File: src/rtl/mem_port_arbiter.sv
// mem_port_arbiter: fetch/load-store arbiter for one sync memory port; define ARB_ROUND_ROBIN_EN for round-robin ties
module mem_port_arbiter #(
    parameter int ADDR_W = 16,
    parameter int DATA_W = 16,
    parameter int LATENCY = 1
) (
    input  logic              Clock,
    input  logic              Reset,
    input  logic              IfReq,
    input  logic [ADDR_W-1:0] IfAddr,
    output logic              IfGnt,
    output logic              IfValid,
    output logic [DATA_W-1:0] IfRdata,
    input  logic              DReq,
    input  logic              DWe,
    input  logic [ADDR_W-1:0] DAddr,
    input  logic [DATA_W-1:0] DWdata,
    output logic              DGnt,
    output logic              DValid,
    output logic [DATA_W-1:0] DRdata,
    output logic              MemEn,
    output logic              MemWe,
    output logic [ADDR_W-1:0] MemAddr,
    output logic [DATA_W-1:0] MemWdata,
    input  logic [DATA_W-1:0] MemRdata,
    output logic              Busy
);
    typedef enum logic [1:0] {IDLE, ACCESS, WAIT, RESP} state_t;
    localparam logic [2:0] LAT_M1 = 3'(LATENCY - 1);
    state_t state;
    logic [2:0] cnt;
    logic win_d, we, pick_d;
`ifdef ARB_ROUND_ROBIN_EN
    logic last_if;
    always_comb pick_d = DReq && (!IfReq || last_if);
    always_ff @(posedge Clock)
        if (Reset) last_if <= 1'b1;
        else if (state == IDLE && (IfReq || DReq)) last_if <= !pick_d;
`else
    always_comb pick_d = DReq;
`endif
    assign Busy = state != IDLE;
    always_ff @(posedge Clock) begin
        if (Reset) begin
            state <= IDLE;
            cnt <= 3'd0;
            win_d <= 1'b0;
            we <= 1'b0;
            IfGnt <= 1'b0;
            IfValid <= 1'b0;
            IfRdata <= '0;
            DGnt <= 1'b0;
            DValid <= 1'b0;
            DRdata <= '0;
            MemEn <= 1'b0;
            MemWe <= 1'b0;
            MemAddr <= '0;
            MemWdata <= '0;
        end else begin
            IfGnt <= 1'b0;
            DGnt <= 1'b0;
            IfValid <= 1'b0;
            DValid <= 1'b0;
            MemEn <= 1'b0;
            MemWe <= 1'b0;
            case (state)
                IDLE: if (IfReq || DReq) begin
                    state <= ACCESS;
                    win_d <= pick_d;
                    we <= pick_d && DWe;
                    MemEn <= 1'b1;
                    MemWe <= pick_d && DWe;
                    MemAddr <= pick_d ? DAddr : IfAddr;
                    MemWdata <= pick_d ? DWdata : MemWdata;
                    IfGnt <= !pick_d;
                    DGnt <= pick_d;
                end
                ACCESS: begin
                    state <= WAIT;
                    cnt <= LAT_M1;
                end
                WAIT: if (cnt == 3'd0) begin
                    state <= RESP;
                    IfValid <= !win_d;
                    DValid <= win_d;
                    if (!we && win_d) DRdata <= MemRdata;
                    if (!we && !win_d) IfRdata <= MemRdata;
                end else cnt <= cnt - 3'd1;
                RESP: state <= IDLE;
                default: state <= IDLE;
            endcase
        end
    end
endmodule

File: config.mk
export PLATFORM = sky130hd
export DESIGN_NAME = mem_port_arbiter
export DESIGN_NICKNAME = d
export VERILOG_FILES = /design/src/rtl/mem_port_arbiter.sv
export SDC_FILE = /design/constraint.sdc
export NUM_CORES = 1
export LEC_CHECK = 0
export CORE_ASPECT_RATIO = 1.25
export CORE_MARGIN = 8
export CORE_UTILIZATION = 30
export CTS_CLUSTER_DIAMETER = 80
export DETAILED_ROUTE_END_ITERATION = 10
export DONT_BUFFER_PORTS = 1
export PLACE_DENSITY_LB_ADDON = 0.05
export SLEW_MARGIN = 10
export SYNTH_ARGS = -nofsm -noshare
export SYNTH_HDL_FRONTEND = slang
export SYNTH_SLANG_ARGS = --single-unit
File: constraint.sdc
create_clock -name Clock -period 3 [get_ports Clock]
set_input_delay 0.6 -clock Clock [delete_from_list [all_inputs] [get_ports Clock]]
set_output_delay 0.6 -clock Clock [all_outputs]
set_load 0.02 [all_outputs]
* Yosys cells after proc, flatten, opt, wreduce, memory -nomap -nowiden
Index checks and enable logic that the tools add are counted.
** Storage, ports and cells
- Bits in registers :: 77
- Output and inout port bits :: 71
- Logic and storage cells :: 52
** Operators by class
- Add/sub/neg operators :: 1
- Equal/unequal tests :: 6
- Muxes and demuxes :: 7
- Bitwise operators :: 4
- Reduce and logical (&&, ||, !) cells :: 20
** Operators with widths (number)
- 2-to-1 mux 16 bit :: 1
- AND reduction 3 bit :: 3
- one-hot mux 2 bit (4 select lines) :: 1
- inequality test 2 bit, second input constant :: 3
- one-hot mux 3 bit (2 select lines) :: 1
- AND reduction 2 bit :: 3
- OR reduction 3 bit :: 2
- equality test 2 bit, second input constant :: 2
- 2-to-1 mux 2 bit :: 2
- NOT 1 bit :: 4
- nonzero test 2 bit :: 2
- logical AND 1 bit :: 3
- zero test 1 bit :: 3
- zero test 3 bit :: 1
- 2-to-1 mux 3 bit :: 1
- subtractor 3 x 1 -> 3 bit, second input constant :: 1
- equality test 2 x 1 -> 1 bit, second input constant :: 1
- zero test 2 bit :: 1
- OR reduction 2 bit :: 1
- logical OR 1 bit :: 1
- 2-to-1 mux 1 bit :: 1

* Logic depth before layout (Yosys ltp)
Gate-level depths: netlist of run 1.
- Depth in word-level cells :: 3
- Depth in mapped cells :: 9
- Depth with buffers taken out :: 6

* Least setup slack after synthesis of run 1
Ideal clock, no wire load.
- Kind :: register to register
- Start :: register cnt[0]
- End :: register IfRdata[1]
- Arrival :: 1432 ps
- Required time :: 2877 ps
- Slack :: 1446 ps
- Cell stages (with the launch flop) :: 10
- Clock period less this slack :: 1554 ps
- Cells stage by stage :: dfxtp_1 inv_1 ha_1 ha_1 buf_4 and4bb_1 buf_4 buf_8 nand2_1 a21oi_2
** Between the ends
- Word-level cells in the longest chain between the ends :: 2
** Ends and longest elaborated chain
- start, declared :: line 31 : logic [2:0] cnt;
- start signal, assigned :: line 88 : end else cnt <= cnt - 3'd1;
- zero test 3 bit :: line 82 : WAIT: if (cnt == 3'd0) begin
- AND reduction 3 bit (no source line)
- end signal, assigned :: line 87 : if (!we && !win_d) IfRdata <= MemRdata;
- end, declared :: line 13 : output logic [DATA_W-1:0] IfRdata,
Every way passes these cells.
A chain may end at the register's enable or synchronous reset.

* Worst setup path in the final report of run 1
- Start :: register cnt[0]
- End :: register DRdata[1]
** Between the ends
- Word-level cells in the longest chain between the ends :: 2
** Ends and longest elaborated chain
- zero test 3 bit :: line 82
- AND reduction 3 bit (no source line)
- end signal, assigned :: line 86 : if (!we && win_d) DRdata <= MemRdata;
- end, declared :: line 20 : output logic [DATA_W-1:0] DRdata,
Every way passes these cells.

==> flow_results.xml, run 1 <==
<?xml version="1.0" encoding="UTF-8"?>
<metrics>
  <group name="outcome">
    <metric name="status" unit="">finished clean</metric>
  </group>
  <group name="finish">
    <metric name="post-route-util" unit="">0.333</metric>
    <metric name="design.final.nets" unit="">388</metric>
    <metric name="stdcell_count" unit="">445</metric>
    <metric name="regArea" unit="sq um">1540</metric>
    <metric name="diodes" unit="">0</metric>
    <metric name="final_layout_size_suffix_gt1_frac" unit="">0.177</metric>
    <metric name="area_growth_from_synthesis_to_layout" unit="%">7.98</metric>
    <metric name="multi_input_area" unit="sq um">1380</metric>
    <metric name="fillCellCount" unit="">1073</metric>
  </group>
  <group name="clock_tree">
    <metric name="cts.sink_count" unit="">77</metric>
    <metric name="htree_levels" unit="">3</metric>
    <metric name="cts_hold_buffers" unit="">0</metric>
    <metric name="clock_path_buffers" unit="">2</metric>
    <metric name="cts_tree" unit="">done</metric>
    <metric name="numCtsBuffers" unit="">9</metric>
    <metric name="clk-insertion-delay-late" unit="ns">0.33</metric>
    <metric name="cts.reportedPaths.clkPinSlew" unit="ns">0.06</metric>
    <metric name="cts_root_buffer" unit="">sky130_fd_sc_hd__clkbuf_16</metric>
    <metric name="cts_post_setup_buffers_inserted" unit="">0</metric>
    <metric name="cts.repair.resized" unit="">0</metric>
  </group>
  <group name="power">
    <metric name="logic_pwr_share" unit="">0.181</metric>
    <metric name="power_per_cell_area" unit="nW/um^2">903</metric>
    <metric name="sequentialPowerShare" unit="">0.497</metric>
    <metric name="p_int" unit="mW">2.00</metric>
    <metric name="power.share.switching" unit="">0.347</metric>
    <metric name="cellLeakagePower" unit="nW">1.19</metric>
    <metric name="total_power" unit="mW">3.06</metric>
    <metric name="ir_worst_vdd" unit="mV">0.264</metric>
    <metric name="total_switching_power" unit="mW">1.06</metric>
    <metric name="portion_of_total_power_attributed_to_the_clock_network" unit="">0.322</metric>
  </group>
  <group name="critical_path">
    <metric name="timing.critical_path.max_delay_family" unit="">simple AND/OR/NAND/NOR gates</metric>
    <metric name="type_of_element_capturing_the_critical_path" unit="">register</metric>
    <metric name="critPathSlowestCell" unit="">sky130_fd_sc_hd__and4b_1</metric>
    <metric name="startpoint_type" unit="">register</metric>
    <metric name="crit_buf_inv" unit="">1</metric>
    <metric name="path_class" unit="">register to register</metric>
    <metric name="timing.critical_path.fanout_max" unit="">16</metric>
    <metric name="critPathRequiredTime" unit="ns">3.26</metric>
    <metric name="worstPathCellList" unit="">inv_1, ha_1, ha_1, and4b_1, nand2_1, a21oi_1</metric>
    <metric name="cp_slowest_stage_delay" unit="ns">0.84</metric>
    <metric name="arr_time_crit_path" unit="ns">2.27</metric>
    <metric name="crit_top_cell" unit="">sky130_fd_sc_hd__ha_1</metric>
  </group>
  <group name="die">
    <metric name="rows" unit="">41</metric>
    <metric name="ios" unit="">140</metric>
    <metric name="die-height" unit="microns">130</metric>
    <metric name="placeableCoreArea" unit="sq um">10200</metric>
    <metric name="die_w" unit="microns">107</metric>
    <metric name="fp.dieArea" unit="sq um">14000</metric>
    <metric name="floorplan.initialDensity" unit="">0.309</metric>
  </group>
  <group name="logic_synthesis">
    <metric name="mappedNetlistNets" unit="">399</metric>
    <metric name="ys.flop_type" unit="">sky130_fd_sc_hd__dfxtp_1</metric>
    <metric name="ys.warnings.count" unit="">0</metric>
    <metric name="synth.lib_cells_used.distinct" unit="">36</metric>
    <metric name="synth_top_cells_by_count" unit="">sky130_fd_sc_hd__nand2_1 (87), sky130_fd_sc_hd__dfxtp_1 (77), sky130_fd_sc_hd__a21oi_1 (31), sky130_fd_sc_hd__a21oi_2 (20), sky130_fd_sc_hd__mux2i_1 (17)</metric>
    <metric name="yosys-top-cells-area" unit="">sky130_fd_sc_hd__dfxtp_1 (49%), sky130_fd_sc_hd__nand2_1 (10%), sky130_fd_sc_hd__a21oi_2 (5.6%)</metric>
    <metric name="synthesized_instance_count" unit="">324</metric>
    <metric name="postSynth.asyncResetShare" unit="">0</metric>
    <metric name="ys_seq_area_frac" unit="">0.491</metric>
    <metric name="syn_area_per_cell" unit="sq um">9.68</metric>
    <metric name="synth_largest_type_area_fraction" unit="">0.491</metric>
    <metric name="synth-edff-count" unit="">0</metric>
    <metric name="synthesis.area" unit="sq um">3140</metric>
    <metric name="synth.largest_area_cell" unit="">sky130_fd_sc_hd__dfxtp_1</metric>
    <metric name="synth-seq-cells" unit="">77</metric>
    <metric name="most_instantiated_library_cell_after_synthesis" unit="">sky130_fd_sc_hd__nand2_1</metric>
  </group>
  <group name="global_routing">
    <metric name="globalRoute.totalOverflow" unit="">0</metric>
    <metric name="maximum_number_of_pins_on_one_net_before_global_route_repair" unit="">61</metric>
    <metric name="first_pass_grt_wire_length" unit="mm">12.3</metric>
    <metric name="gr-usage-all-layers" unit="">0.114</metric>
    <metric name="via_count_of_the_first_global_routing_pass" unit="">2144</metric>
    <metric name="antenna_found_initial" unit="">0</metric>
  </group>
  <group name="route">
    <metric name="post_drt_wl_per_cell" unit="microns">18.5</metric>
    <metric name="drtIter0Drc" unit="">79</metric>
    <metric name="dr.pass1.iters" unit="">4</metric>
    <metric name="drt-total-wl" unit="mm">8.22</metric>
    <metric name="post_drt_via_cell_ratio" unit="">4.74</metric>
    <metric name="final_antenna_net_count" unit="">0</metric>
    <metric name="detail_route.drc_violations" unit="">0</metric>
    <metric name="via_count" unit="">2111</metric>
  </group>
  <group name="place">
    <metric name="placedCellCount" unit="">431</metric>
    <metric name="dp.final_hpwl" unit="mm">6.03</metric>
    <metric name="pre_cts_ws" unit="ns">0.964</metric>
    <metric name="io_buffers" unit="">0</metric>
    <metric name="place_congestion" unit="">0.686</metric>
  </group>
  <group name="timing">
    <metric name="timing.clock.skew" unit="ns">0.00536</metric>
    <metric name="unrepaired_setup_endpoints_after_global_routing" unit="">no</metric>
    <metric name="setup_viol" unit="">0</metric>
    <metric name="worst_pin_slew" unit="ns">0.899</metric>
    <metric name="finalWorstPathRequiredPeriod" unit="ns">2.01</metric>
    <metric name="hold_violations" unit="">0</metric>
    <metric name="finalSetupTns" unit="ns">0</metric>
    <metric name="post_route_setup_slack" unit="ns">0.992</metric>
    <metric name="final.period_utilization" unit="">0.669</metric>
    <metric name="slew_headroom" unit="">0.401</metric>
    <metric name="maxSlewViolCount" unit="">0</metric>
    <metric name="clock.fmax" unit="MHz">498</metric>
  </group>
  <group name="hold_path">
    <metric name="worst_hold_path_type" unit="">input port to register</metric>
  </group>
  <group name="run">
    <metric name="reported_max_cap_violation_count" unit="">0</metric>
  </group>
</metrics>
[worst paths after layout]
kind,end,depth (start not counted),slack [ns],startpoint
hold reg to reg,cnt[2]$_SDFFE_PP0P_,2,0.46,cnt[2]$_SDFFE_PP0P_
setup reg to reg,DRdata[1]$_SDFFE_PP0P_,6,0.99,cnt[0]$_SDFFE_PP0P_
setup / recovery,DRdata[1]$_SDFFE_PP0P_,6,0.99,cnt[0]$_SDFFE_PP0P_
hold / removal,IfRdata[7]$_SDFFE_PP0P_,1,0.34,Reset
[worst register-to-register path, stage by stage (launching register included)]
cell	delay [ns]
sky130_fd_sc_hd__dfxtp_1	0.32
sky130_fd_sc_hd__inv_1	0.05
sky130_fd_sc_hd__ha_1	0.14
sky130_fd_sc_hd__ha_1	0.31
sky130_fd_sc_hd__and4b_1	0.84
sky130_fd_sc_hd__nand2_1	0.14
sky130_fd_sc_hd__a21oi_1	0.14
[per-stage QoR]
step                      hold slack (ns)  instance area, sq um
final                               0.341                  3390
after global routing                0.323                  3390
after CTS                           0.327                  3390
after detailed placement            0.459                  3120
after global placement              0.454                  3120
after floorplan                     0.444                  3140
[cells by family (layout without fill, tap and decap cells)]
group | count (synthesis) | count (layout) | share of synthesized area
simple gates | 118 | 118 | 0.175
flops | 77 | 77 | 0.491
compound gates | 75 | 75 | 0.185
buf+inv | 31 | 23 | 0.0698
mux | 17 | 17 | 0.0542
fa+ha+maj | 6 | 6 | 0.0239
[final cells by class]
cell class | instances | share of cell area
Timing Repair Buffer | 1 | 0.00222
Multi-Input combinational cell | 216 | 0.407
Clock inverter | 1 | 0.00222
Clock buffer | 13 | 0.0768
Sequential cell | 77 | 0.455
Inverter | 8 | 0.00887
Tap cell | 129 | 0.0477
[layer usage]
layer / global-route usage / vias to the layer above / routed length [microns]
li1: - / 1057 / -
met1: 0.126 / 951 / 3190
met2: 0.178 / 93 / 3750
met3: 0.0553 / 10 / 1140
met4: 0.0614 / 0 / 154
met5: 0 / - / 0
[registers in the layout, indices dropped and copies added (netlist names)]
register	cells
DRdata	16
IfRdata	16
MemAddr	16
MemWdata	16
cnt	3
state	2
DGnt	1
DValid	1
IfGnt	1
IfValid	1
MemEn	1
MemWe	1
we	1
win_d	1
[power groups by stage]
stage               sequential (mW)  clock [mW]  combinational (mW)
CTS                            1.53        1.03               0.576
global route                   1.55        1.07               0.633
finish                         1.52       0.985               0.555
global placement               1.55           0               0.570
detailed placement             1.55           0               0.575
floorplan                      1.49           0               0.558
[placed cells by master (no fill, tap or decap), types with 2 or more instances in the layout]
cell type / count
sky130_fd_sc_hd__a211o_1: 2
sky130_fd_sc_hd__a21o_1: 2
sky130_fd_sc_hd__a21oi_1: 31
sky130_fd_sc_hd__a21oi_2: 20
sky130_fd_sc_hd__clkbuf_1: 2
sky130_fd_sc_hd__clkbuf_16: 9
sky130_fd_sc_hd__clkbuf_8: 2
sky130_fd_sc_hd__dfxtp_1: 77
sky130_fd_sc_hd__ha_1: 6
sky130_fd_sc_hd__inv_1: 8
sky130_fd_sc_hd__mux2i_1: 17
sky130_fd_sc_hd__nand2_1: 87
sky130_fd_sc_hd__nand2_2: 11
sky130_fd_sc_hd__nand2b_1: 3
sky130_fd_sc_hd__nand3_1: 2
sky130_fd_sc_hd__nor2_1: 3
sky130_fd_sc_hd__nor3b_1: 2
sky130_fd_sc_hd__o2bb2ai_1: 8
sky130_fd_sc_hd__o2bb2ai_2: 8
No activity file was read; power rests on OpenSTA's default activity.
==> run 2, diff against run 1 <==
--- a/config.mk
+++ b/config.mk
@@ -5,6 +5,7 @@
 export SDC_FILE = /design/constraint.sdc
 export NUM_CORES = 1
 export LEC_CHECK = 0
+export ABC_AREA = 1
 export CORE_ASPECT_RATIO = 1.25
 export CORE_MARGIN = 8
 export CORE_UTILIZATION = 30
==> constraint.sdc (replaced) <==
create_clock -name Clock -period 1.8 [get_ports Clock]
set_input_delay 0.36 -clock Clock [delete_from_list [all_inputs] [get_ports Clock]]
set_output_delay 0.36 -clock Clock [all_outputs]
set_load 0.02 [all_outputs]
==> flow_results.xml, run 2 <==
<?xml version="1.0" encoding="UTF-8"?>
<metrics>
  <group name="die">
    <metric name="rows" unit="">42</metric>
    <metric name="placeableCoreArea" unit="sq um">10500</metric>
    <metric name="fp.dieArea" unit="sq um">14300</metric>
    <metric name="floorplan.initialDensity" unit="">0.305</metric>
    <metric name="die_w" unit="microns">109</metric>
    <metric name="ios" unit="">140</metric>
    <metric name="die-height" unit="microns">132</metric>
  </group>
  <group name="route">
    <metric name="final_antenna_net_count" unit="">0</metric>
    <metric name="via_count" unit="">2627</metric>
    <metric name="dr.pass1.iters" unit="">4</metric>
    <metric name="detail_route.drc_violations" unit="">0</metric>
    <metric name="post_drt_via_cell_ratio" unit="">4.39</metric>
    <metric name="drtIter0Drc" unit="">94</metric>
    <metric name="drt-total-wl" unit="mm">8.42</metric>
    <metric name="post_drt_wl_per_cell" unit="microns">14.1</metric>
  </group>
  <group name="finish">
    <metric name="final_layout_size_suffix_gt1_frac" unit="">0.0665</metric>
    <metric name="layout_commonest_cell" unit="">sky130_fd_sc_hd__nand2_1</metric>
    <metric name="fillCellCount" unit="">1170</metric>
    <metric name="design.final.nets" unit="">536</metric>
    <metric name="mostFrequentLayoutCells" unit="">sky130_fd_sc_hd__nand2_1 (121), sky130_fd_sc_hd__nor2_1 (107), sky130_fd_sc_hd__dfxtp_1 (77)</metric>
    <metric name="area_growth_from_synthesis_to_layout" unit="%">14.9</metric>
    <metric name="post-route-util" unit="">0.351</metric>
    <metric name="diodes" unit="">0</metric>
  </group>
  <group name="timing">
    <metric name="setup_viol" unit="">0</metric>
    <metric name="slew_headroom" unit="">0.623</metric>
    <metric name="maxSlewViolCount" unit="">0</metric>
    <metric name="final.period_utilization" unit="">0.909</metric>
    <metric name="hold_violations" unit="">0</metric>
    <metric name="timing.clock.skew" unit="ns">0.00404</metric>
    <metric name="clock.fmax" unit="MHz">611</metric>
    <metric name="finalWorstPathRequiredPeriod" unit="ns">1.64</metric>
    <metric name="unrepaired_setup_endpoints_after_global_routing" unit="">no</metric>
    <metric name="finalSetupTns" unit="ns">0</metric>
    <metric name="hold_slack" unit="ns">0.0952</metric>
    <metric name="worst_pin_slew" unit="ns">0.562</metric>
  </group>
  <group name="critical_path">
    <metric name="arr_time_crit_path" unit="ns">1.28</metric>
    <metric name="type_of_element_capturing_the_critical_path" unit="">output pin</metric>
    <metric name="timing.critical_path.fanout_max" unit="">5</metric>
    <metric name="critical_path.reg2reg.endpoint" unit="">DRdata[2]$_SDFFE_PP0P_</metric>
    <metric name="critPathSlowestCell" unit="">sky130_fd_sc_hd__dfxtp_1</metric>
    <metric name="worstPathCellList" unit="">inv_1, ha_1, inv_1</metric>
    <metric name="crit_top_cell" unit="">sky130_fd_sc_hd__inv_1</metric>
    <metric name="path_class" unit="">register to output pin</metric>
    <metric name="crit_buf_inv" unit="">2</metric>
    <metric name="timing.rr.start" unit="">cnt[0]$_SDFFE_PP0P_</metric>
    <metric name="startpoint_type" unit="">register</metric>
    <metric name="r2r_cells" unit="">8</metric>
    <metric name="critPathLaunch" unit="">state[1]$_SDFFE_PP0P_</metric>
    <metric name="timing.critical_path.max_delay_family" unit="">flip-flops</metric>
    <metric name="critPathCapture" unit="">Busy</metric>
    <metric name="critical_path_depth" unit="">3</metric>
    <metric name="ff2ff_setup_slack" unit="ns">0.24</metric>
    <metric name="cp_slowest_stage_delay" unit="ns">0.39</metric>
    <metric name="critPathRequiredTime" unit="ns">1.44</metric>
  </group>
  <group name="global_routing">
    <metric name="gr-usage-all-layers" unit="">0.120</metric>
    <metric name="via_count_of_the_first_global_routing_pass" unit="">2561</metric>
    <metric name="maximum_number_of_pins_on_one_net_before_global_route_repair" unit="">37</metric>
    <metric name="first_pass_grt_wire_length" unit="mm">13.6</metric>
    <metric name="antenna_found_initial" unit="">0</metric>
    <metric name="globalRoute.totalOverflow" unit="">0</metric>
  </group>
  <group name="logic_synthesis">
    <metric name="mappedNetlistNets" unit="">538</metric>
    <metric name="synth-edff-count" unit="">0</metric>
    <metric name="most_instantiated_library_cell_after_synthesis" unit="">sky130_fd_sc_hd__nand2_1</metric>
    <metric name="yosys-top-cells-area" unit="">sky130_fd_sc_hd__dfxtp_1 (48%), sky130_fd_sc_hd__nand2_1 (14%), sky130_fd_sc_hd__nor2_1 (13%)</metric>
    <metric name="postSynth.asyncResetShare" unit="">0</metric>
    <metric name="synth.lib_cells_used.distinct" unit="">22</metric>
    <metric name="synth_top_cells_by_count" unit="">sky130_fd_sc_hd__nand2_1 (121), sky130_fd_sc_hd__nor2_1 (107), sky130_fd_sc_hd__dfxtp_1 (77), sky130_fd_sc_hd__inv_1 (61), sky130_fd_sc_hd__o21ai_0 (37)</metric>
    <metric name="synthesized_instance_count" unit="">463</metric>
    <metric name="syn_area_per_cell" unit="sq um">6.93</metric>
    <metric name="synth-seq-cells" unit="">77</metric>
    <metric name="ys.warnings.count" unit="">0</metric>
    <metric name="synth.largest_area_cell" unit="">sky130_fd_sc_hd__dfxtp_1</metric>
    <metric name="ys.flop_type" unit="">sky130_fd_sc_hd__dfxtp_1</metric>
    <metric name="synthesis.area" unit="sq um">3210</metric>
    <metric name="synth_largest_type_area_fraction" unit="">0.480</metric>
    <metric name="ys_seq_area_frac" unit="">0.480</metric>
  </group>
  <group name="power">
    <metric name="sequentialPowerShare" unit="">0.447</metric>
    <metric name="portion_of_total_power_attributed_to_the_clock_network" unit="">0.328</metric>
    <metric name="total_switching_power" unit="mW">2.31</metric>
    <metric name="power_per_cell_area" unit="nW/um^2">1710</metric>
    <metric name="power.share.switching" unit="">0.367</metric>
    <metric name="logic_pwr_share" unit="">0.226</metric>
    <metric name="ir_worst_vdd" unit="mV">0.583</metric>
    <metric name="cellLeakagePower" unit="nW">1.81</metric>
    <metric name="p_int" unit="mW">3.99</metric>
  </group>
  <group name="run">
    <metric name="reported_max_cap_violation_count" unit="">0</metric>
  </group>
  <group name="clock_tree">
    <metric name="cts_tree" unit="">done</metric>
    <metric name="clock_path_buffers" unit="">2</metric>
    <metric name="cts.reportedPaths.clkPinSlew" unit="ns">0.06</metric>
    <metric name="cts_root_buffer" unit="">sky130_fd_sc_hd__clkbuf_16</metric>
    <metric name="clk-insertion-delay-late" unit="ns">0.33</metric>
    <metric name="numCtsBuffers" unit="">9</metric>
    <metric name="htree_levels" unit="">3</metric>
    <metric name="cts.sink_count" unit="">77</metric>
  </group>
  <group name="hold_path">
    <metric name="hp-start" unit="">Reset</metric>
    <metric name="hold_depth" unit="">1</metric>
    <metric name="worst_hold_path_type" unit="">input port to register</metric>
  </group>
  <group name="outcome">
    <metric name="status" unit="">finished clean</metric>
  </group>
  <group name="place">
    <metric name="io_buffers" unit="">0</metric>
    <metric name="place_congestion" unit="">0.706</metric>
    <metric name="dp.final_hpwl" unit="mm">6.15</metric>
  </group>
</metrics>
[run 2: changes by cell type after synthesis, sizes merged, moves of 3 or more]
| cell | before | now |
|---|---|---|
| clkbuf | 1 | 5 |
| nand3 | 2 | 19 |
| a21oi | 51 | 3 |
| buf | 22 | 14 |
| o2bb2ai | 16 | 0 |
| nor2 | 3 | 109 |
| inv | 8 | 64 |
| nor3b | 3 | 0 |
| o21ai | 1 | 39 |
| nand2 | 98 | 123 |
| nand2b | 4 | 0 |
| mux2i | 17 | 0 |
[run 2: cell type report]
| type | instances | area, sq um | share of cell area |
|---|---|---|---|
| well taps | 132 | 165 | 0.0448 |
| multi-input cells | 302 | 1310 | 0.355 |
| repair buffers | 6 | 82.6 | 0.0224 |
| clock buffers | 13 | 280 | 0.0760 |
| flip-flops and latches | 77 | 1540 | 0.418 |
| inverters | 65 | 244 | 0.0661 |
| clock inverters | 3 | 65.1 | 0.0176 |
[run 2: how the worst min path moves through the flow]
| stage | end | slack (ns) |
|---|---|---|
| 3_3_place_gp | cnt[1]$_SDFFE_PP0P_ | 0.43 |
| 2_1_floorplan | IfValid$_SDFF_PP0_ | 0.41 |
| 4_1_cts | cnt[1]$_SDFFE_PP0P_ | 0.08 |
| 5_1_grt | cnt[1]$_SDFFE_PP0P_ | 0.08 |
| 3_5_place_dp | IfValid$_SDFF_PP0_ | 0.43 |
| 6_report | cnt[1]$_SDFFE_PP0P_ | 0.1 |
[run 2: worst register-to-register path, cell delays in order, from the launching register on]
cell and delay [ns]:
sky130_fd_sc_hd__dfxtp_1 0.32, sky130_fd_sc_hd__inv_1 0.06, sky130_fd_sc_hd__ha_1 0.13, sky130_fd_sc_hd__ha_1 0.23
sky130_fd_sc_hd__nand2_2 0.12, sky130_fd_sc_hd__nor2_4 0.35, sky130_fd_sc_hd__nand3_1 0.13, sky130_fd_sc_hd__nand2_1 0.08
sky130_fd_sc_hd__nor2_1 0.03
[run 2: cells by family after synthesis]
| kind of cell | after synthesis | share of synthesized area |
|---|---|---|
| buf+inv | 84 | 0.111 |
| flops | 77 | 0.480 |
| simple gates | 254 | 0.316 |
| compound gates | 42 | 0.0690 |
| fa+ha+maj | 6 | 0.0234 |
[run 2: timing repair]
| item | CTS | global route |
|---|---|---|
| hold buffers | 0 | 0 |
| endpoints found under the setup margin | 0 | 16 |
| resized for setup | 0 | 0 |
| setup buffers | 0 | 1 |
[run 2: power by group through the flow]
stage,clock [mW],sequential [mW],combinational [mW]
floorplan,0,2.76,1.18
global placement,0,2.88,1.41
detailed placement,0,2.88,1.44
CTS,2.13,2.84,1.44
global route,2.20,2.88,1.70
finish,2.06,2.81,1.42
[run 2: per-stage QoR]
stage	cells	cell area, sq um	power [mW]	setup slack (ns)
after global placement	581	3320	4.29	0.167
after global routing	598	3690	6.77	0.0406
after detailed placement	581	3320	4.31	0.109
final	598	3690	6.29	0.163
after floorplan	463	3210	3.93	0.424
after CTS	597	3670	6.42	0.0895
[run 2: layer usage]
layer | global-route usage | up-vias | share of wire | wire (microns)
met3 | 0.0558 | 8 | 0.11 | 923
met4 | 0.0503 | 0 | 0.014 | 115
met5 | 0 | - | 0 | 0
met2 | 0.191 | 89 | 0.46 | 3900
li1 | - | 1382 | - | -
met1 | 0.134 | 1148 | 0.41 | 3480
